--- config.mk ---
export PLATFORM = sky130hd
export DESIGN_NAME = fifo_channel_buffer
export DESIGN_NICKNAME = d
export VERILOG_FILES = /design/src/rtl/fifo_channel_buffer_pkg.sv /design/src/rtl/fifo_channel_buffer_core.sv /design/src/rtl/fifo_channel_buffer.sv
export SDC_FILE = /design/constraint.sdc
export NUM_CORES = 1
export LEC_CHECK = 0
export ABC_AREA = 1
export CORE_UTILIZATION = 37
export DETAILED_ROUTE_END_ITERATION = 10
export PLACE_DENSITY_LB_ADDON = 0.05
export SYNTH_ARGS = -nofsm -noshare
export SYNTH_HDL_FRONTEND = slang
export SYNTH_SLANG_ARGS = --single-unit
--- constraint.sdc ---
create_clock -name clk_i -period 3.1 [get_ports clk_i]
set_input_delay 0.62 -clock clk_i [delete_from_list [all_inputs] [get_ports clk_i]]
set_output_delay 0.62 -clock clk_i [all_outputs]
set_load 0.02 [all_outputs]
--- src/rtl/fifo_channel_buffer_pkg.sv ---
// Shared types and the pointer wrap helper for the multi-channel FIFO buffer.
package fifo_types;

    typedef enum logic [1:0] {
        FIFO_IDLE,
        FIFO_ENQ,
        FIFO_DEQ,
        FIFO_ENQ_DEQ
    } fifo_op_e;

    // Depth need not be a power of two, so the wrap is an explicit compare.
    function automatic int fifo_ptr_inc(input int ptr, input int depth);
        return (ptr >= depth - 1) ? 0 : ptr + 1;
    endfunction

endpackage

--- src/rtl/fifo_channel_buffer_core.sv ---
// One FIFO channel: storage, pointers, count, registered head word, flush.
// Define FIFO_HWM_EN to add the per-channel high-water-mark register.
module fifo_chan_core
    import fifo_types::*;
#(
    parameter int width_p        = 8,
    parameter int depth_p        = 6,
    parameter int afull_thresh_p = depth_p - 1
) (
    input  logic                         clk_i,
    input  logic                         reset_n_i,
    input  logic                         enq,
    input  logic [width_p-1:0]           data_in,
    input  logic                         yumi,
    input  logic                         flush,
    output logic                         full,
    output logic                         valid,
    output logic [width_p-1:0]           data,
    output logic [$clog2(depth_p+1)-1:0] count,
    output logic                         almost_full,
    output logic [$clog2(depth_p+1)-1:0] hwm
);
    localparam int PW = (depth_p > 1) ? $clog2(depth_p) : 1;
    localparam int CW = $clog2(depth_p + 1);

    logic [width_p-1:0] mem [depth_p];
    logic [PW-1:0]      rd_ptr, wr_ptr, rd_nxt, wr_nxt;
    logic [CW-1:0]      count_r, count_nxt;
    logic [width_p-1:0] head_r, head_nxt;
    logic               deq;
    fifo_op_e           op;

    assign valid = (count_r != '0);
    assign full  = (count_r == CW'(depth_p));
    assign deq   = valid & yumi;
    assign count = count_r;
    assign data  = head_r;

    assign rd_nxt = PW'(fifo_ptr_inc(int'(rd_ptr), depth_p));
    assign wr_nxt = PW'(fifo_ptr_inc(int'(wr_ptr), depth_p));

    always_comb begin
        op        = FIFO_IDLE;
        count_nxt = count_r;
        head_nxt  = head_r;
        if (enq && deq)  op = FIFO_ENQ_DEQ;
        else if (enq)    op = FIFO_ENQ;
        else if (deq)    op = FIFO_DEQ;
        case (op)
            FIFO_ENQ: begin
                count_nxt = count_r + 1'b1;
                if (count_r == '0) head_nxt = data_in;
            end
            FIFO_DEQ: begin
                count_nxt = count_r - 1'b1;
                head_nxt  = mem[rd_nxt];
            end
            // With one word held, the new word becomes the head directly.
            FIFO_ENQ_DEQ: head_nxt = (count_r == CW'(1)) ? data_in : mem[rd_nxt];
            default: ;
        endcase
    end

    always_ff @(posedge clk_i) begin
        if (!reset_n_i) begin
            rd_ptr      <= '0;
            wr_ptr      <= '0;
            count_r     <= '0;
            head_r      <= '0;
            almost_full <= 1'b0;
            for (int i = 0; i < depth_p; i++) mem[i] <= '0;
        end else if (flush) begin
            // Head word deliberately left stale; valid drops via count.
            rd_ptr      <= '0;
            wr_ptr      <= '0;
            count_r     <= '0;
            almost_full <= (afull_thresh_p <= 0);
        end else begin
            if (enq) begin
                mem[wr_ptr] <= data_in;
                wr_ptr      <= wr_nxt;
            end
            if (deq) rd_ptr <= rd_nxt;
            count_r     <= count_nxt;
            head_r      <= head_nxt;
            almost_full <= (int'(count_nxt) >= afull_thresh_p);
        end
    end

`ifdef FIFO_HWM_EN
    logic [CW-1:0] hwm_r;
    always_ff @(posedge clk_i) begin
        if (!reset_n_i || flush) hwm_r <= '0;
        else if (count_nxt > hwm_r) hwm_r <= count_nxt;
    end
    assign hwm = hwm_r;
`else
    assign hwm = '0;
`endif

endmodule

--- src/rtl/fifo_channel_buffer.sv ---
// Multi-channel FIFO: shared enqueue port steered by chan_i, per-channel dequeue.
// Define FIFO_HWM_EN to enable the per-channel high-water-mark outputs.
module fifo_channel_buffer
    import fifo_types::*;
#(
    parameter int width_p        = 8,
    parameter int depth_p        = 6,
    parameter int channels_p     = 4,
    parameter int afull_thresh_p = depth_p - 1
) (
    input  logic                                          clk_i,
    input  logic                                          reset_n_i,
    input  logic [width_p-1:0]                            data_i,
    input  logic [((channels_p > 1) ? $clog2(channels_p) : 1)-1:0] chan_i,
    input  logic                                          valid_i,
    output logic                                          ready_o,
    output logic [channels_p-1:0]                         valid_o,
    output logic [channels_p-1:0][width_p-1:0]            data_o,
    input  logic [channels_p-1:0]                         yumi_i,
    input  logic [channels_p-1:0]                         flush_i,
    output logic [channels_p-1:0][$clog2(depth_p+1)-1:0]  count_o,
    output logic [channels_p-1:0]                         almost_full_o,
    output logic [channels_p-1:0][$clog2(depth_p+1)-1:0]  hwm_o
);
    localparam int CHW = (channels_p > 1) ? $clog2(channels_p) : 1;

    logic [channels_p-1:0] full;
    logic [channels_p-1:0] enq;

    // Depends only on registered state, chan_i and flush_i; never on valid_i.
    assign ready_o = ~full[chan_i] & ~flush_i[chan_i];

    for (genvar c = 0; c < channels_p; c++) begin : g_chan
        assign enq[c] = valid_i & ready_o & (chan_i == CHW'(c));

        fifo_chan_core #(
            .width_p        (width_p),
            .depth_p        (depth_p),
            .afull_thresh_p (afull_thresh_p)
        ) u_core (
            .clk_i       (clk_i),
            .reset_n_i   (reset_n_i),
            .enq         (enq[c]),
            .data_in     (data_i),
            .yumi        (yumi_i[c]),
            .flush       (flush_i[c]),
            .full        (full[c]),
            .valid       (valid_o[c]),
            .data        (data_o[c]),
            .count       (count_o[c]),
            .almost_full (almost_full_o[c]),
            .hwm         (hwm_o[c])
        );
    end

endmodule

# Word level (Yosys, flattened, before mapping)
# Memories as Yosys holds them, arrays and structs flattened.
# Cells that the tools add are included.
# op_classes
mux	69
n_bitwise	17
n_reduce_logical	29
addsub	16
order_cmp	13
n_eq_ne	27
# ops
op	n
8-bit 2-to-1 mux	12
8-bit case mux with 3 select lines	4
3-bit by 1-bit adder with 3-bit output, second input constant	12
3-bit >= comparator, second input constant	12
3-bit 2-to-1 mux	12
8-bit OR reduction	4
2-bit 2-to-1 mux	12
3-bit case mux with 2 select lines	4
3-bit nonzero test	8
1-bit 2-to-1 mux	23
2-bit equality test, second input constant	10
3-bit by 1-bit equality test with 1-bit output, second input constant	4
3-bit equality test, second input constant	4
3-bit zero test	4
3-bit AND reduction	4
3-bit by 1-bit subtractor with 3-bit output, second input constant	4
1-bit AND	10
2-bit by 1-bit equality test with 1-bit output, second input constant	5
2-bit by 1-bit inequality test with 1-bit output, second input constant	4
2-bit OR reduction	4
1-bit NOT	7
1-bit binary-select mux with 2-bit select	2
1-bit logical AND	4
2-bit by 3-bit < comparator with 1-bit output, second input constant	1
2-bit zero test	1
# totals
output_inout_bits	65
ramBits	192
reg_bits	72
wordCells	195
in_bits	21
mem_count	4
# mem_list
memory	depth	word_bits	rd	rd_clocked_by_memory_dff	wr	line	rtl
g_chan[0].u_core.mem	6	8	1	0	6	fifo_channel_buffer_core.sv:26	logic [width_p-1:0] mem [depth_p];
g_chan[1].u_core.mem	6	8	1	0	6	fifo_channel_buffer_core.sv:26	
g_chan[2].u_core.mem	6	8	1	0	6	fifo_channel_buffer_core.sv:26	
g_chan[3].u_core.mem	6	8	1	0	6	fifo_channel_buffer_core.sv:26	

# Logic depth before layout (Yosys ltp)
# Gate-level depths: netlist (run 1).
# depth
word_depth	13
ltp_mapped	20
mapped_depth_nobuf	20

# Cells and area by module
# Synthesis (run 1) repeated with hierarchy kept, for this count alone.
# hier_totals
cells_unflattened	1862
area_unflattened_um2	16668.5
# by_module_without_submodules
module	area_each_um2	instances	cells_each	seq_area_each_um2
fifo_chan_core at g_chan[0].u_core ...	4121.5	2	460	2282.2
fifo_chan_core at g_chan[3].u_core	4169.0	1	460	2282.2
fifo_chan_core at g_chan[2].u_core	4150.2	1	460	2282.2
fifo_channel_buffer	106.4	1	22	0.0

# Worst setup path after synthesis (run 1)
# Ideal clock, no wire load.
# synth_path
path_kind	flip-flop to flip-flop
start	reg g_chan[0].u_core.count_r[0]
end	mem g_chan[1].u_core.mem[6][0], enable pin
setup_ns	0.395
period_less_slack_ns	3.101
required_time_ns	2.705
slack_ns	-0.001
arrival_time_ns	2.707
path_stages_with_launch	11
cell_sequence	dfxtp_1 > inv_1 > ha_1 > nand2_1 > nand2_1 > nand2_1 > inv_1 > nor3_4 > nand4_1 > buf_2 > nor4_1
# synth_rtl
element	line	rtl
from (decl)	fifo_channel_buffer_core.sv:28	logic [CW-1:0] count_r, count_nxt;
from (signal assigned)	fifo_channel_buffer_core.sv:84	count_r <= count_nxt;
to (decl)	fifo_channel_buffer_core.sv:26	

# Worst setup path in the final report (run 1)
# layout_path
start	reg g_chan[1].u_core.count_r[0]
end	out ready_o
# layout_between
elab_chain_len	5
# layout_lines
element	line	rtl
from (decl)	fifo_channel_buffer_core.sv:28	
from (signal assigned)	fifo_channel_buffer_core.sv:84	
3-bit equality test	fifo_channel_buffer_core.sv:34	assign full = (count_r == CW'(depth_p));
1-bit binary-select mux with 2-bit select	fifo_channel_buffer.sv:31	assign ready_o = ~full[chan_i] & ~flush_i[chan_i];
1-bit 2-to-1 mux (implied by the code)	fifo_channel_buffer.sv:31	
1-bit NOT	fifo_channel_buffer.sv:31	
1-bit AND	fifo_channel_buffer.sv:31	
to (decl)	fifo_channel_buffer.sv:16	output logic ready_o,
# Every way passes these cells. The select of a mux whose other input is x is not followed.

==> results.toml, run 1 <==
[status]
outcome = "finished, final reports clean"

[floorplan]
die_w_um = 212
initial_core_util_pct = 37.7
ios = 86
design.core.area_um2 = 43200
rows = 76
die_h_um = 212
die_area_um2 = 44800

[synthesis]
synth-compound-area-share_pct = 9.77
synth_top_area_share_pct = 47.3
syn_avg_cell_area_um2 = 9.11
ys_types = 39
yosysSeqAreaShare_pct = 56.2
synthMuxAreaShare_pct = 0
synthTopCellsByArea = "edfxtp_1, dfxtp_1, nor2_1, inv_1, nand2_1"
synth_top_family_by_area = "simple AND/OR/NAND/NOR gates"
yosysTopAreaCell = "edfxtp_1"
synthXorXnorAreaFrac_pct = 0.162
syn-cell-area_um2 = 16300
syn_inst = 1784
synth_seq_cells = 328
synthAdderAreaFrac_pct = 4.31
synth-simple-area-share_pct = 21.0
yosys_warnings = 0

[worst_hold_path]
hold_depth = 2
hp-start = "g_chan[3].u_core.wr_ptr[2]"
min_path_type = "flop to flop"

[timing]
fin_skew_ps = 22.4
whs_ps = 530
clock.fmax_mhz = 352
relSlewSlack_pct = 51.8
tightest_slew_ps = 722
rsz0062_at_grt = "no"
setup_viol = 0
hold_violations = 0
fin_crit_ps = 2840
drv_slew = 0
timing.final.crit_share_pct = 91.8
fin_setup_tns_ps = 0

[power]
power.internal_w = 0.00788
power_frac_seq_pct = 47.6
combPwrFrac_pct = 7.1
power_density_nw_per_um2 = 516
p_sw_share_pct = 23.4
p_sw_w = 0.00240
clock_power_share_pct = 45.3
leakage_nw = 8.04
ir_drop_mv = 0.388

[layout]
nFillCells = 4253
nets = 2050
antenna_cells = 0
synthToLayoutAreaGrowth_pct = 22.7
final_cell_mix = "nor2_1, edfxtp_1, inv_1, nand2_1, nand3_1"
drive_gt1_share_pct = 12.5
final_common_cell = "nor2_1"
stdcell_area_um2 = 19900

[worst_setup_path]
max_stage_delay_ps = 420
path_class = "flop to output pin"
cp_data_arrival_time_ps = 2220
crit_required_ps = 2480
regToRegStartpoint = "g_chan[1].u_core.count[0]"
critical_path.cell_chain = "inv_1, ha_1, nand2_1, nand2_1, nand2_1, nand2_2, nor3_4, buf_4, clkbuf_2"
worst_path_max_delay_cell = "dfxtp_1"
setup.worst_path.start = "g_chan[1].u_core.count[0]"
crit_path_frequent_cell = "nand2_1"
start_kind = "flop"
cp-end-kind = "output pin"
cp_max_fo = 9
rr_worst_depth = 16

[place]
place_area_um2 = 18700
routabilityCongestion = 0.849
dpl.hpwl_mm = 36.0
portBuffers = 73

[routing]
drt_pass1_iterations = 5
drc_errors = 0
drtIter0Drc = 837
vias = 13000
avgViaCountPerCell = 5.03
routedWlPerCell_um = 19.1
detail-route-antenna-nets = 0
wl_mm = 49.5

[clock_network]
path_clk_slew_ps = 50
clock_latency_ps = 570
ctsHtreeMaxLevel = 2
cts-buffers-inserted = 40
root_buffer = "clkbuf_16"
hold_buffers = 0
numClockSinks = 328
cts_tree = "yes"
clk_path_buf_depth = 3

[flow_run]
maxCapViolCount = 0

[grt]
grt_max_degree = 46
antenna_found_initial = 1
grt-ovfl-total = 0
grt_first_pass_wirelength_mm = 76.0
grt_usage_pct = 22.6
grt_pass1_vias = 12700
power by group through the flow:
stage	clock, W	sequential (W)	combinational (W)
after floorplan	0	0.00499	0.000361
after global placement	0	0.00499	0.000731
after detailed placement	0	0.00499	0.000732
after CTS	0.00475	0.00490	0.000734
after global routing	0.00491	0.00491	0.000796
final	0.00466	0.00490	0.000730
cells in the mapped netlist, drive strengths merged:
master,count
o21ai,105
clkinv,10
a311oi,1
conb,1
o2111ai,16
o22ai,3
a21oi,81
a32oi,3
nor4,2
a31oi,24
buf,36
nand2,242
ha,56
nand3,191
o211ai,39
nand4,10
edfxtp,256
inv,245
clkbuf,56
xor2,2
xnor2,1
nor3,6
a211oi,1
or2,11
o221ai,1
nand3b,24
nor2,289
dfxtp,72
path summary, 6_finish.rpt:
check,to,slack (ps)
hold reg to reg,g_chan[3].u_core.wr_ptr[2],530
setup reg to reg,g_chan[3].u_core.data[5],260
setup / recovery,ready_o,260
hold / removal,g_chan[3].u_core.wr_ptr[2],530
flip-flops by register name, summed over array words and instances, names as in the netlist:
name,cells
g_chan.u_core.data,32
g_chan.u_core.wr_ptr,12
g_chan.u_core.almost_full,4
g_chan.u_core.count,12
g_chan.u_core.rd_ptr,12
g_chan.u_core.mem,256
repair_timing:
item	in CTS	in global routing
endpoints found under the setup margin	1	3
hold endpoints to repair	0	0
setup buffers	0	0
resized for setup	1	6
final cells by class:
| class | count | area (um2) | area share, % |
|---|---|---|---|
| clock buffer | 56 | 1120 | 5.63 |
| clock inverter | 16 | 158 | 0.790 |
| inverter | 255 | 957 | 4.80 |
| multi-input combinational | 1120 | 5770 | 29.0 |
| sequential | 328 | 9130 | 45.8 |
| tap | 585 | 732 | 3.67 |
| timing repair buffer | 228 | 2070 | 10.4 |
logic make-up after synthesis:
kind of cell             after synthesis
XOR/XNOR                               3
buffers and inverters                347
AND/OR/NAND/NOR                      775
adder cells (fa/ha/maj)               56
AO/OA/AOI/OAI                        274
other                                  1
flip-flops                           328
worst max-delay path, delay by kind of cell, from the launching register on:
| kind | cells | cell delay [ps] |
|---|---|---|
| buffers and inverters | 3 | 550 |
| AND/OR/NAND/NOR | 5 | 490 |
| flip-flops | 1 | 420 |
| adder cells (fa/ha/maj) | 1 | 220 |
metrics by stage:
stage / power, W / cells / util (%) / setup slack [ps]
2_1_floorplan: 0.00535 / 1795 / - / -1.14
3_3_place_gp: 0.00572 / 2516 / 43.2 / -246
3_5_place_dp: 0.00572 / 2516 / 43.2 / -305
4_1_cts: 0.0104 / 2588 / 46.2 / 30.9
5_1_grt: 0.0106 / 2588 / 46.2 / 51.3
6_report: 0.0103 / 2588 / 46.2 / 255
per-layer routing:
layer	part of all wire [%]	GRT usage, %	vias up
li1	-	-	6364
met1	47	31.6	6246
met2	45	35.6	336
met3	5.5	3.89	82
met4	2.6	7.45	2
met5	0.020	0	-
Power figures use the tool's default switching activity.
==> inputs of run 2 (changes only) <==
--- a/config.mk
+++ b/config.mk
@@ -11,4 +11,5 @@
 export PLACE_DENSITY_LB_ADDON = 0.05
 export SYNTH_ARGS = -nofsm -noshare
 export SYNTH_HDL_FRONTEND = slang
+export SYNTH_HIERARCHICAL = 1
 export SYNTH_SLANG_ARGS = --single-unit
==> run 2 against run 1 <==
Wire length increased by 1.1%. Sequential power about the same. Final cell count increased by 5.2%. Hold slack got worse by 2.0 ps. Synthesized cell count increased by 4.4%. Critical path type unchanged. Highest routed layer is now met4.
==> results.toml, run 2 <==
[synthesis]
yosysTopAreaCell = "edfxtp_1"
synth_top_area_share_pct = 46.1
synthTopCellsByArea = "edfxtp_1, dfxtp_1, inv_1, nor2_1, nand3_1"
synth_edf_count = 256
yosys_warnings = 6
ys.flop_type = "edfxtp_1"
synth-async-reset-ratio_pct = 0
yosysMostFrequentCell = "inv_1"
ys_types = 37
syn-cell-area_um2 = 16700
synth_seq_cells = 328
yosys-top-cells-count = "inv_1, nor2_1, edfxtp_1, nand2_1, nand3_1"
yosysSeqAreaShare_pct = 54.8
syn_inst = 1862
syn_avg_cell_area_um2 = 8.95

[timing]
tightest_slew_ps = 932
hold_violations = 0
setup_viol = 0
clock.fmax_mhz = 336
rsz0062_at_grt = "no"
fin_crit_ps = 2980
timing.final.crit_share_pct = 96.0
drv_slew = 0
relSlewSlack_pct = 37.8
whs_ps = 528
fin_skew_ps = 15.7

[floorplan]
design.core.area_um2 = 44300
die_w_um = 214
die_area_um2 = 45900
rows = 77
die_h_um = 214
ios = 86
initial_core_util_pct = 37.6

[layout]
synthToLayoutAreaGrowth_pct = 22.8
final_common_cell = "inv_1"
largest_reg_flops = 256
nFillCells = 4286
final_core_util_pct = 46.2
regMostFlops = "g_chan.u_core/mem"
final_cell_mix = "inv_1, nor2_1, edfxtp_1, nand2_1, nand3_1"
antenna_cells = 0
drive_gt1_share_pct = 15.6
nets = 2174

[power]
leakage_nw = 8.40
power.internal_w = 0.00745
clock_power_share_pct = 44.1
p_sw_share_pct = 22.7
combPwrFrac_pct = 5.4
p_sw_w = 0.00219
total_power_w = 0.00964
power_density_nw_per_um2 = 471
power_frac_seq_pct = 50.5
ir_drop_mv = 0.295

[clock_network]
root_buffer = "clkbuf_16"
post_cts_buffers = 0
path_clk_slew_ps = 60
cts-buffers-inserted = 38
clk_path_buf_depth = 3
clock_latency_ps = 560
cts_tree = "yes"
numClockSinks = 328
ctsHtreeMaxLevel = 2

[worst_hold_path]
hp-start = "reset_n_i"
min_path_type = "primary input to flop"
hold_end = "g_chan[1].u_core/data[3]"
hold_depth = 3

[worst_setup_path]
regToRegStartpoint = "g_chan[1].u_core/count[0]"
r2r_slack_ps = 240
crit_required_ps = 2480
max_stage_delay_ps = 380
rr_endpoint = "g_chan[3].u_core/mem[6][5]"
crit_family = "simple AND/OR/NAND/NOR gates"
cp_data_arrival_time_ps = 2360
cp-end-kind = "output pin"
timing.critical_path.buf_inv = 3
start_kind = "flop"
cp_max_fo = 6
cp_num_cells = 9
critical_path.cell_chain = "inv_1, ha_1, nand2_1, inv_1, nor2_4, nor2_1, nor2_4, and2_4, dlygate4sd2_1"
path_class = "flop to output pin"
worst_path_max_delay_cell = "dfxtp_2"
rr_worst_depth = 16

[routing]
drc_errors = 0
vias = 13400
wl_mm = 50.0
drtIter0Drc = 884
drt_pass1_iterations = 7
detail-route-antenna-nets = 0
avgViaCountPerCell = 4.92
routedWlPerCell_um = 18.4

[place]
portBuffers = 73
routabilityCongestion = 0.859
dpl.hpwl_mm = 37.1

[grt]
grt_max_degree = 26
grt_usage_pct = 21.9
grt-ovfl-total = 0
antenna_found_initial = 0
grt_first_pass_wirelength_mm = 76.8
grt_pass1_vias = 13300

[flow_run]
maxCapViolCount = 0

[status]
outcome = "finished, final reports clean"
[run 2: cell count changes in the layout (fill, tap and decap cells not counted), moves of 24 or more]
cell	before	now
inv_1	243	324
nand3_1	177	202
nand3b_1	24	0
o211ai_1	39	4
or2_2	11	40
[run 2: area by class of cell]
type                    count  area (um2)  share of cell area (%)
inverters                 346        1300                    6.35
clock buffers              54        1080                    5.30
flip-flops and latches    328        9130                    44.6
multi-input cells        1140        5960                    29.1
clock inverters            16        66.3                   0.324
well taps                 592         741                    3.62
repair buffers            247        2180                    10.7
[run 2: repair_timing]
item                                    CTS  global route
endpoints found under the setup margin  381           234
pin swaps                                 0             2
hold buffers                              0             0
gates cloned                              0             0
gates resized for setup                   4             5
[run 2: through the flow]
stage	setup slack [ps]	cell area, um2	TNS (ps)	instances
global placement	-507	19300	-175830	2653
global route	11.7	20500	0	2723
floorplan	123	16700	0	1870
finish	123	20500	0	2723
CTS	0.0560	20400	0	2723
detailed placement	-529	19300	-186610	2653
[run 2: worst min-delay path, stage by stage]
cell     delay, ps
buf_2          240
o21ai_0        130
a21oi_1         50
[run 2: cell families after synthesis]
kind of cell | synth area share [%]
AND/OR/NAND/NOR | 22.9
other | 0.0901
buffers and inverters | 9.79
AO/OA/AOI/OAI | 8.54
flip-flops | 54.8
adder cells (fa/ha/maj) | 3.90
[run 2: how the worst max path moves through the flow]
stage / startpoint / endpoint
4_1_cts: g_chan[1].u_core/count[0] / ready_o
2_1_floorplan: g_chan[1].u_core/count[0] / g_chan[3].u_core/mem[6][0]
5_1_grt: g_chan[0].u_core/count[0] / g_chan[3].u_core/mem[6][1]
3_5_place_dp: chan_i[0] / g_chan[3].u_core/mem[6][5]
6_report: g_chan[1].u_core/count[0] / ready_o
3_3_place_gp: chan_i[1] / g_chan[3].u_core/mem[6][7]
[run 2: power by group through the flow]
stage	registers, W	clock network [W]	logic (W)
floorplan	0.00496	0	0.000239
CTS	0.00487	0.00436	0.000517
global placement	0.00496	0	0.000512
global route	0.00488	0.00451	0.000562
detailed placement	0.00496	0	0.000514
finish	0.00487	0.00425	0.000518
[run 2: metal layers]
| metal | share of wire, % | track usage (%) | routed length, um | up-vias |
|---|---|---|---|---|
| li1 | - | - | - | 6565 |
| met1 | 48 | 30.7 | 23800 | 6415 |
| met2 | 45 | 35.0 | 22500 | 342 |
| met3 | 5.1 | 3.21 | 2530 | 75 |
| met4 | 2.3 | 6.67 | 1160 | 0 |
| met5 | 0 | 0 | 0 | - |
==> inputs of run 3 (changes only) <==
==> constraint.sdc (replaced) <==
create_clock -name clk_i -period 2.9 [get_ports clk_i]
set_input_delay 0.58 -clock clk_i [delete_from_list [all_inputs] [get_ports clk_i]]
set_output_delay 0.58 -clock clk_i [all_outputs]
set_load 0.02 [all_outputs]
==> run 3 against run 2 <==
Final cell count is 0.33% higher. Non-clock buffer count is 9 higher. First-iteration DRC count is 9.3% higher. Die area did not move. Hold slack improved by 26 ps. Critical path type unchanged. Largest cell class unchanged. Largest power group unchanged. Highest routed layer unchanged.
==> results.toml, run 3 (synthesized netlist as in run 2, its figures left out) <==
[status]
outcome = "finished, final reports clean"

[floorplan]
rows = 77
die_h_um = 214
design.core.area_um2 = 44300
initial_core_util_pct = 37.6
die_area_um2 = 45900
die_w_um = 214
ios = 86

[power]
leakage_nw = 8.50
ir_drop_mv = 0.361
power_density_nw_per_um2 = 510
total_power_w = 0.0106

[timing]
hold_violations = 0
fin_setup_tns_ps = 0
drv_slew = 0
setup_viol = 0
fin_skew_ps = 11.3
fin_crit_ps = 2710
rsz0062_at_grt = "yes"
tightest_slew_ps = 698
timing.final.crit_share_pct = 93.3
relSlewSlack_pct = 53.3
clock.fmax_mhz = 369

[layout]
final_cell_mix = "inv_1, nor2_1, edfxtp_1, nand2_1, nand3_1"
drive_gt1_share_pct = 17.3
synthToLayoutAreaGrowth_pct = 24.4
nFillCells = 4374
stdcell_count = 2732
largest_reg_flops = 256
stdcell_area_um2 = 20700
antenna_cells = 0
final_core_util_pct = 46.8
regMostFlops = "g_chan.u_core/mem"
nets = 2183
final_common_cell = "inv_1"

[routing]
drtIter0Drc = 966
wl_mm = 49.2
vias = 13300
drc_errors = 0
avgViaCountPerCell = 4.88
routedWlPerCell_um = 18.0
detail-route-antenna-nets = 0
drt_pass1_iterations = 8

[place]
place_area_um2 = 19400
dp_cells = 2662
dpl.hpwl_mm = 36.7
routabilityCongestion = 0.820
portBuffers = 73

[clock_network]
cts_tree = "yes"
post_cts_buffers = 0
clk_path_buf_depth = 3
clock_latency_ps = 550
cts-buffers-inserted = 38
numClockSinks = 328
ctsHtreeMaxLevel = 2
root_buffer = "clkbuf_16"
path_clk_slew_ps = 60

[grt]
grt_pass1_vias = 13200
grt_max_degree = 26
grt_usage_pct = 21.7
grt_first_pass_wirelength_mm = 76.1
antenna_found_initial = 0
grt-ovfl-total = 0

[worst_setup_path]
worst_path_max_delay_cell = "dfxtp_1"
cp_max_fo = 3
cp-end-kind = "output pin"
crit_path_frequent_cell = "nor2_4"
cp_data_arrival_time_ps = 2130
crit_required_ps = 2320
max_stage_delay_ps = 340
critical_path.cell_chain = "inv_2, ha_1, nand2_1, inv_1, nor2_4, nor2_1, nor2_4, and2_1, buf_2"
path_class = "flop to output pin"
start_kind = "flop"

[flow_run]
maxCapViolCount = 0

[worst_hold_path]
min_path_type = "flop to flop"
==> run 3: changes by cell type in the layout (fill, tap and decap cells not counted), sizes merged <==
cell         previous run  this run
dlygate4sd2             1         0
clkbuf                 54        56
inv                   341       342
bufinv                  0         2
buf                   175       185
clkinv                 21        16
==> run 3: repair_timing <==
item	in CTS	in global routing
setup endpoints to repair	426	308
resized for setup	7	37
pin swaps	0	4
hold buffers	0	0
==> run 3: routing by layer <==
metal	track usage (%)	vias to the layer above	wire length, um
li1	-	6589	-
met1	29.7	6322	22700
met2	35.0	351	22600
met3	4.09	66	2660
met4	6.45	0	1250
met5	0	-	0
==> run 3: critical path: cells and delay by family (launching register included) <==
kind,cells,cell delay [ps]
simple gates,5,680
buf+inv,3,350
flops,1,340
fa+ha+maj,1,190
==> run 3: final timing paths <==
kind                                   from  depth (start not counted)                            to  slack [ps]
setup / recovery  g_chan[2].u_core/count[0]                          9                       ready_o         190
hold / removal     g_chan[1].u_core/data[2]                          2      g_chan[1].u_core/data[2]         550
setup reg to reg  g_chan[0].u_core/count[0]                         20  g_chan[1].u_core/almost_full         190
hold reg to reg    g_chan[1].u_core/data[2]                          2      g_chan[1].u_core/data[2]         550
==> run 3: area by class of cell <==
type	count	area, um2	area share (%)
Inverter	346	1300	6.27
Tap cell	592	741	3.57
Sequential cell	328	9130	44.0
Timing Repair Buffer	256	2280	11.0
Clock buffer	56	1120	5.41
Multi-Input combinational cell	1140	6040	29.1
Clock inverter	14	116	0.561
==> run 3: where the power goes <==
group / leakage, nW / switching (W) / total [W] / internal (W)
combinational: 4.87 / 0.000344 / 0.000559 / 0.000215
sequential: 3.02 / 0.0000426 / 0.00520 / 0.00516
clock: 0.609 / 0.00194 / 0.00480 / 0.00286
==> run 3: stage by stage <==
step	setup WS, ps	hold WS, ps
global route	-33.4	570
global placement	-658	527
CTS	0.500	537
finish	193	554
floorplan	-59.3	525
detailed placement	-687	533
